--- src/rtl/fetch_unit_pkg.sv ---
// Shared types for the LC-3b fetch stage: machine word, fetch-buffer entry,
// fetch state encoding and PC helpers.
package fetch_unit_pkg;

  typedef logic [15:0] lc3b_word;

  typedef struct packed {
    lc3b_word pc;
    lc3b_word instr;
  } lc3b_fetch_entry;

  localparam logic [1:0] ST_IDLE    = 2'd0;
  localparam logic [1:0] ST_REQ     = 2'd1;
  localparam logic [1:0] ST_DISCARD = 2'd2;

  typedef enum logic [1:0] {
    IDLE    = ST_IDLE,
    REQ     = ST_REQ,
    DISCARD = ST_DISCARD
  } lc3b_fetch_state;

  localparam lc3b_word PC_STEP = 16'd2;

  // Instructions are word aligned; the byte-select bit of a target is dropped.
  function automatic lc3b_word align_pc(input lc3b_word addr);
    return {addr[15:1], 1'b0};
  endfunction

endpackage

--- src/rtl/fetch_buffer.sv ---
// Two-entry FIFO of {pc, instr} between the cache response and the
// instruction queue. Clear dominates push and pop.
module fetch_buffer
  import fetch_unit_pkg::*;
(
  input  logic            clk,
  input  logic            reset,
  input  logic            clear,
  input  logic            push,
  input  lc3b_fetch_entry push_data,
  input  logic            pop,
  output lc3b_fetch_entry head,
  output logic [1:0]      count
);

  lc3b_fetch_entry entries [2];
  logic            rd_ptr;
  logic            wr_ptr;
  logic            do_push;
  logic            do_pop;

  assign do_pop  = pop && (count != 2'd0);
  assign do_push = push && ((count != 2'd2) || do_pop);
  assign head    = entries[rd_ptr];

  // NOTE: sequential state is written only with non-blocking assignments so
  // every flop samples the pre-edge values of its neighbours.
  always_ff @(posedge clk) begin
    if (reset) begin
      rd_ptr     <= 1'b0;
      wr_ptr     <= 1'b0;
      count      <= 2'd0;
      // NOTE: the storage is reset too because the idle head drives iq_pc and
      // iq_instr, which must read zero out of reset.
      entries[0] <= '0;
      entries[1] <= '0;
    end else if (clear) begin
      rd_ptr <= 1'b0;
      wr_ptr <= 1'b0;
      count  <= 2'd0;
    end else begin
      if (do_push) begin
        entries[wr_ptr] <= push_data;
        wr_ptr          <= ~wr_ptr;
      end
      if (do_pop) begin
        rd_ptr <= ~rd_ptr;
      end
      case ({do_push, do_pop})
        2'b10:   count <= count + 2'd1;
        2'b01:   count <= count - 2'd1;
        default: count <= count;
      endcase
    end
  end

endmodule

--- src/rtl/fetch_unit.sv ---
// LC-3b fetch stage: sequential PC generation, single-word cache reads,
// 2-entry fetch buffer feeding the instruction queue, redirect handling.
module fetch_unit
  import fetch_unit_pkg::*;
#(
  parameter lc3b_word RESET_PC = 16'h0000
) (
  input  logic        clk,
  input  logic        reset,
  output logic        mem_read,
  output logic [15:0] mem_address,
  input  logic        mem_resp,
  input  logic [15:0] mem_rdata,
  input  logic        redirect,
  input  logic [15:0] redirect_pc,
  input  logic        iq_full,
  output logic        iq_load,
  output logic [15:0] iq_pc,
  output logic [15:0] iq_instr
);

  logic [1:0]      state;
  logic [1:0]      state_next;
  lc3b_word        pc;
  lc3b_word        pc_next;
  lc3b_word        req_addr;
  lc3b_word        req_addr_next;
  logic            buf_push;
  logic            buf_clear;
  lc3b_fetch_entry push_data;
  lc3b_fetch_entry head;
  logic [1:0]      count;
  logic [1:0]      occ_next;
  logic            space_ok;
  logic            back_to_back;

  // Data is only ever presented from the buffer, never bypassed from mem_rdata.
  assign iq_load      = (count != 2'd0) && !iq_full && !redirect;
  assign occ_next     = count - {1'b0, iq_load};
  assign space_ok     = occ_next <= 2'd1;
  assign back_to_back = occ_next == 2'd0;
  assign push_data    = '{pc: req_addr, instr: mem_rdata};

  assign mem_read    = (state == ST_REQ) || (state == ST_DISCARD);
  assign mem_address = req_addr;
  assign iq_pc       = head.pc;
  assign iq_instr    = head.instr;

  // NOTE: every output of this block gets a default first, so no path can
  // leave one unassigned and infer a latch.
  always_comb begin
    state_next    = state;
    pc_next       = pc;
    req_addr_next = req_addr;
    buf_push      = 1'b0;
    buf_clear     = 1'b0;
    if (redirect) begin
      buf_clear = 1'b1;
      pc_next   = align_pc(redirect_pc);
      case (state)
        ST_REQ:     state_next = mem_resp ? ST_IDLE : ST_DISCARD;
        ST_DISCARD: state_next = ST_DISCARD;
        default:    state_next = ST_IDLE;
      endcase
    end else begin
      case (state)
        ST_IDLE: begin
          if (space_ok) begin
            req_addr_next = pc;
            state_next    = ST_REQ;
          end
        end
        ST_REQ: begin
          if (mem_resp) begin
            buf_push = 1'b1;
            pc_next  = pc + PC_STEP;
            // Keep streaming only if the buffer will still hold at most one.
            if (back_to_back) begin
              req_addr_next = pc + PC_STEP;
            end else begin
              state_next = ST_IDLE;
            end
          end
        end
        ST_DISCARD: begin
          if (mem_resp) begin
            state_next = ST_IDLE;
          end
        end
        default: state_next = ST_IDLE;
      endcase
    end
  end

  always_ff @(posedge clk) begin
    if (reset) begin
      state    <= ST_IDLE;
      pc       <= RESET_PC;
      req_addr <= RESET_PC;
    end else begin
      state    <= state_next;
      pc       <= pc_next;
      req_addr <= req_addr_next;
    end
  end

  fetch_buffer u_fetch_buffer (
    .clk       (clk),
    .reset     (reset),
    .clear     (buf_clear),
    .push      (buf_push),
    .push_data (push_data),
    .pop       (iq_load),
    .head      (head),
    .count     (count)
  );

endmodule

--- config.mk ---
export PLATFORM = sky130hd
export DESIGN_NAME = fetch_unit
export DESIGN_NICKNAME = d
export VERILOG_FILES = /design/src/rtl/fetch_unit_pkg.sv /design/src/rtl/fetch_buffer.sv /design/src/rtl/fetch_unit.sv
export SDC_FILE = /design/constraint.sdc
export NUM_CORES = 1
export LEC_CHECK = 0
export ABC_AREA = 1
export CAP_MARGIN = 20
export CORE_MARGIN = 4
export CORE_UTILIZATION = 50
export CTS_CLUSTER_SIZE = 8
export DETAILED_ROUTE_END_ITERATION = 12
export DONT_BUFFER_PORTS = 1
export PLACE_DENSITY_LB_ADDON = 0.05
export SLEW_MARGIN = 30
export SYNTH_ARGS = -nofsm -noshare
export SYNTH_HDL_FRONTEND = slang
export SYNTH_SLANG_ARGS = --single-unit
--- constraint.sdc ---
create_clock -name clk -period 3.3 [get_ports clk]
set_input_delay 0.33 -clock clk [delete_from_list [all_inputs] [get_ports clk]]
set_output_delay 0.33 -clock clk [all_outputs]
set_load 0.01 [all_outputs]
== Word-level counts from Yosys, hierarchy flattened ==
Memories as Yosys holds them, arrays and structs flattened. A register that Yosys moved wholly into a read port is not among the register bits.
Cells that the tools add are included.
Cells by class
  add/subtract/negate cells: 4
  multipliers: 0
  divide/modulo/power cells: 0
  $lt $le $gt $ge: 1
  eq/ne operators: 12
  shift operators: 0
  muxes and demuxes: 31
  bitwise operators: 3
  reductions and logical operators: 22
Operator list (number)
  16-bit two-way mux: 6
  32-bit two-way mux: 1
  16-bit case mux with 2 select lines: 1
  32-bit OR reduction: 1
  16-bit by 2-bit adder with 16-bit output (second input constant): 1
  1-bit two-way mux: 14
  2-bit two-way mux: 6
  3-bit inequality test (second input constant): 4
  2-bit nonzero test: 5
  2-bit inequality test (second input constant): 4
  2-bit case mux with 2 select lines: 2
  2-bit case mux with 3 select lines: 1
  5-bit AND reduction: 1
  2-bit by 1-bit equality test with 1-bit output (second input constant): 2
  2-bit equality test (second input constant): 2
  1-bit logical AND: 4
  2-bit zero test: 2
  2-bit AND reduction: 2
  4-bit AND reduction: 1
  2-bit OR reduction: 2
  1-bit NOT: 3
  2-bit by 1-bit adder with 2-bit output (second input constant): 1
  2-bit by 1-bit less-or-equal comparator with 1-bit output (second input constant): 1
  1-bit zero test: 2
  other kinds (3): 4
Storage, ports and cells
  flip-flop bits (word level): 38
  bits in latches: 0
  RAM bits: 64
  ROM bits: 0
  input port bits: 37
  output and inout bits: 50
  logic and storage cells: 81
  memories kept: 1
Memory list
  u_fetch_buffer.entries: depth 2, bits a word 32, read ports 1, clocked after Yosys merged registers in 1, write ports 2, line fetch_buffer.sv:16  | lc3b_fetch_entry entries [2];

== Depth between registers and ports, before layout ==
  word-level depth: 12
  gate-level depth with buffers: 13
  gate-level depth less buffers: 12

== Cells and area by module ==
Synthesis repeated with hierarchy kept, for this count alone.
Unflattened totals
  cell total of the unflattened synthesis: 575
  area, all modules: 5088.6 um^2
Modules (own cells, without submodules)
  fetch_buffer: times used 1, cells an instance 241, area each 3039.2 um^2, seq. area each 2021.9 um^2
  fetch_unit: times used 1, cells an instance 334, area each 2049.5 um^2, seq. area each 640.6 um^2

== Least setup slack after synthesis ==
Ideal clock, no wire load.
  path type: flip-flop to flip-flop
  start: register state[1]
  end: memory u_fetch_buffer.entries[0][0] in the netlist's numbering, enable pin
  library setup time: 0.388 ns
  data arrival time: 1.990 ns
  setup slack: 0.922 ns
  cell stages (with the launch flop): 11
  clock period less this slack: 2.378 ns
  path through: dfxtp_1 -> inv_1 -> ha_1 -> buf_6 -> nand2_2 -> nor2_4 -> nand2_2 -> inv_2 -> nand3_4 -> buf_6 -> nand2_1
RTL lines
  from (decl): line fetch_unit.sv:22  | logic [1:0] state;
  from (signal assigned): line fetch_unit.sv:101  | state <= state_next;
  to (decl): line fetch_buffer.sv:16

==> results.yml <==
status:
  status: "finished, final reports clean"
hold_path:
  min_delay_path_depth: 1
  worst_hold_start: "reset"
  min_path_type: "in -> reg"
  min_to: "state[1]"
synthesis:
  synth_largest_area_cell: "sky130_fd_sc_hd__edfxtp_1"
  synth_area_leaders: "sky130_fd_sc_hd__edfxtp_1, sky130_fd_sc_hd__dfxtp_1, sky130_fd_sc_hd__nand2_1"
  synth-edff-count: 62
  synth.cell_area_um2: 4967
  flip_flop_and_latch_count_after_synthesis: 99
  postSynth.asyncResetShare_pct: 0
  synth.yosys.seq_area_share_pct: 52.39
  synth_cell_type_count: 32
  synthDominantCellAreaShare_pct: 37.48
  syn-instance-count: 556
  synth_top_flop_cell: "sky130_fd_sc_hd__edfxtp_1"
  syn-mean-instance-area_um2: 8.934
  synth-warning-count: 0
die:
  core_region_area_um2: 9729
  top_level_ports: 87
  dieArea_um2: 11590
  floorplan.rows: 36
  die-width_um: 107.7
  initial_utilization_pct: 51.05
  die_h_um: 107.7
power:
  p_per_area_nw_per_um2: 453.2
  power_leakage_nw: 2.060
  ir_drop_uv: 190.3
sta:
  setup_repair_after_global_routing_missed_its_margin: "no"
  finalSetupViolCount: 0
  slew_headroom_pct: 56.47
  report.final.slew_viol_count: 0
  finClkSkew_ns: 0.006901
  timing.setup.tns_ns: 0
  layout_min_cycle_time_ns: 2.443
  finalCritPeriodShare_pct: 74.03
  worstMarginPinSlew_ns: 0.6506
  max_freq_mhz: 409.4
  hold_viol: 0
cts:
  worst_setup_hold_path_clk_slew_ns: 0.10
  cts.sinks: 99
  cts_buffers: 9
  clock_tree.root_cell: "sky130_fd_sc_hd__clkbuf_8"
  clkLatencyLatePin_ns: 0.36
  holdBufCountCts: 0
  postCtsResizedCells: 0
  count_of_h_tree_levels_built_during_cts: 3
  post_cts_buffers: 0
  tritoncts: "done"
  clk_path_buf_depth: 2
detailed_routing:
  drt_iter0_drc: 186
  firstDrtPassIters: 4
  drc_errors: 0
  routed_length_per_instance_um: 14.45
  route.final.wire_length_um: 9959
  via_per_inst: 4.946
  residual_antenna_violating_net_count_after_detailed_routing: 0
  routed-via-count: 3408
global_routing:
  grt_start_max_net_pins: 32
  grt.met3_usage_pct: 3.119
  grt_pass1_vias: 3290
  grt.met1_usage_pct: 23.85
  antenna_found_initial: 0
  grt_overflow_total: 0
  global_route_wire_length_before_repair_um: 16260
  grt_use_total_pct: 17.84
  gr-usage-met2_pct: 29.53
  top_usage_layer: "met2"
critical_path:
  worst-path-max-fanout: 31
  cp_peak_stage_delay_ns: 0.40
  end_kind: "register"
  critical_path_cell_by_cell: "inv_1 > ha_1 > buf_4 > nand2_2 > nor2_4 > nand2_2 > inv_2 > nand3_4 > nand2_1 > buf_4"
  critPathBufInv: 4
  ff2ff_path_depth: 10
  crit-reg2reg-launch: "state[1]"
  worstSetupStartpointType: "register"
  worst_ep_arrival_time_ns: 2.46
  cp_top_family: "buffers and inverters"
  r2r_end: "u_fetch_buffer.entries[0][12]"
  worst_ep_required_time_ns: 3.32
  setup_cp_type: "reg -> reg"
  critical_path.slowest_cell: "sky130_fd_sc_hd__buf_4"
  reg2reg_slack_ns: 0.86
finish:
  synthToLayoutAreaGrowth_pct: 4.408
  antenna-diode-count: 0
  design.final.nets: 593
  final_common_cell: "sky130_fd_sc_hd__nand2_1"
  share_of_layout_cells_above_drive_strength_1_pct: 14.03
  most_frequent_cells_in_the_layout: "sky130_fd_sc_hd__nand2_1, sky130_fd_sc_hd__nor2_1, sky130_fd_sc_hd__edfxtp_1"
  postLayoutCoreUtil_pct: 53.31
place:
  dp.final_hpwl_um: 6815
  port_buffers: 0
  place_congestion: 0.8334
job:
  max_cap_viol_count: 0
[cell type report]
cell class,instances,area (um2)
timing repair buffer,5,37.54
fill,967,4543
tap,133,166.4
multi-input combinational,372,1956
clock buffer,9,123.9
sequential,99,2603
clock inverter,7,57.56
inverter,64,242.7
[cell families (layout without fill, tap and decap cells)]
group                      Yosys count  count (layout)  share of synthesized area (%)
and+or+nand+nor                    290             290                          25.77
muxes                               31              31                          7.028
DFF                                 99              99                          52.39
adders and majority gates            5               5                          1.259
other                                1               2                        0.07549
AOI/OAI and AO/OA                   40              40                          4.458
buffers and inverters               86              85                          8.312
xor gates and xnor gates             4               4                         0.7054
[where the power goes]
part	leakage, nW	total, mW	switching (mW)	internal (mW)
Clock	0.0906	0.726	0.438	0.288
Sequential	0.945	1.41	0.0436	1.37
Combinational	1.02	0.213	0.144	0.0692
[worst reg2reg max path: stages (launching register included)]
cell and delay (ns):
sky130_fd_sc_hd__dfxtp_1 0.33, sky130_fd_sc_hd__inv_1 0.09, sky130_fd_sc_hd__ha_1 0.15, sky130_fd_sc_hd__buf_4 0.24, sky130_fd_sc_hd__nand2_2 0.11, sky130_fd_sc_hd__nor2_4 0.36, sky130_fd_sc_hd__nand2_2 0.16, sky130_fd_sc_hd__inv_2 0.13
sky130_fd_sc_hd__nand3_4 0.06, sky130_fd_sc_hd__nand2_1 0.06, sky130_fd_sc_hd__buf_4 0.40
[routing by layer]
| layer | up-vias | wire length [um] |
|---|---|---|
| met3 | 7 | 467 |
| met5 | - | 0 |
| met1 | 1541 | 4411 |
| met4 | 0 | 76 |
| li1 | 1788 | - |
| met2 | 72 | 5003 |
[synthesized netlist by cell type, types with 7 or more instances]
library cell               instances
sky130_fd_sc_hd__mux2_2           31
sky130_fd_sc_hd__dfxtp_1          37
sky130_fd_sc_hd__edfxtp_1         62
sky130_fd_sc_hd__nand2_1         126
sky130_fd_sc_hd__o21ai_0          11
sky130_fd_sc_hd__buf_6             9
sky130_fd_sc_hd__inv_1            60
sky130_fd_sc_hd__buf_2             7
sky130_fd_sc_hd__nor2_2           11
sky130_fd_sc_hd__nor2_1          102
sky130_fd_sc_hd__nand3_1          24
sky130_fd_sc_hd__a21oi_1          15
sky130_fd_sc_hd__nand4_1          11
sky130_fd_sc_hd__a31oi_1          11
[through the flow]
step / hold slack [ns] / instances / setup slack [ns] / instance area [um2] / power [mW]
final: 0.02406 / 689 / 0.8571 / 5186 / 2.350
after global routing: 0.007246 / 689 / 0.6359 / 5186 / 2.478
after CTS: 0.006736 / 689 / 0.7907 / 5186 / 2.384
after detailed placement: 0.4043 / 673 / 0.8084 / 5005 / 1.656
after global placement: 0.4022 / 673 / 0.8354 / 5005 / 1.652
after floorplan: 0.4474 / 557 / 0.9216 / 4971 / 1.617
[registers in the layout, indices dropped and copies added (netlist names), named ones only]
signal and flops:
u_fetch_buffer.wr_ptr 1, state 2, u_fetch_buffer.entries 62, pc 15, u_fetch_buffer.count 2, u_fetch_buffer.rd_ptr 1, mem_address 15
[worst max-delay path by stage]
stage	slack, ns	cells past startpoint	to	startpoint
detailed placement	0.81	10	u_fetch_buffer.entries[0][2]	state[1]
floorplan	0.92	10	u_fetch_buffer.entries[0][0]	state[1]
global route	0.64	10	u_fetch_buffer.entries[0][31]	state[1]
global placement	0.84	10	u_fetch_buffer.entries[0][2]	state[1]
CTS	0.79	10	u_fetch_buffer.entries[0][3]	state[1]
finish	0.86	10	u_fetch_buffer.entries[0][12]	state[1]
No activity file was read; power rests on OpenSTA's default activity.
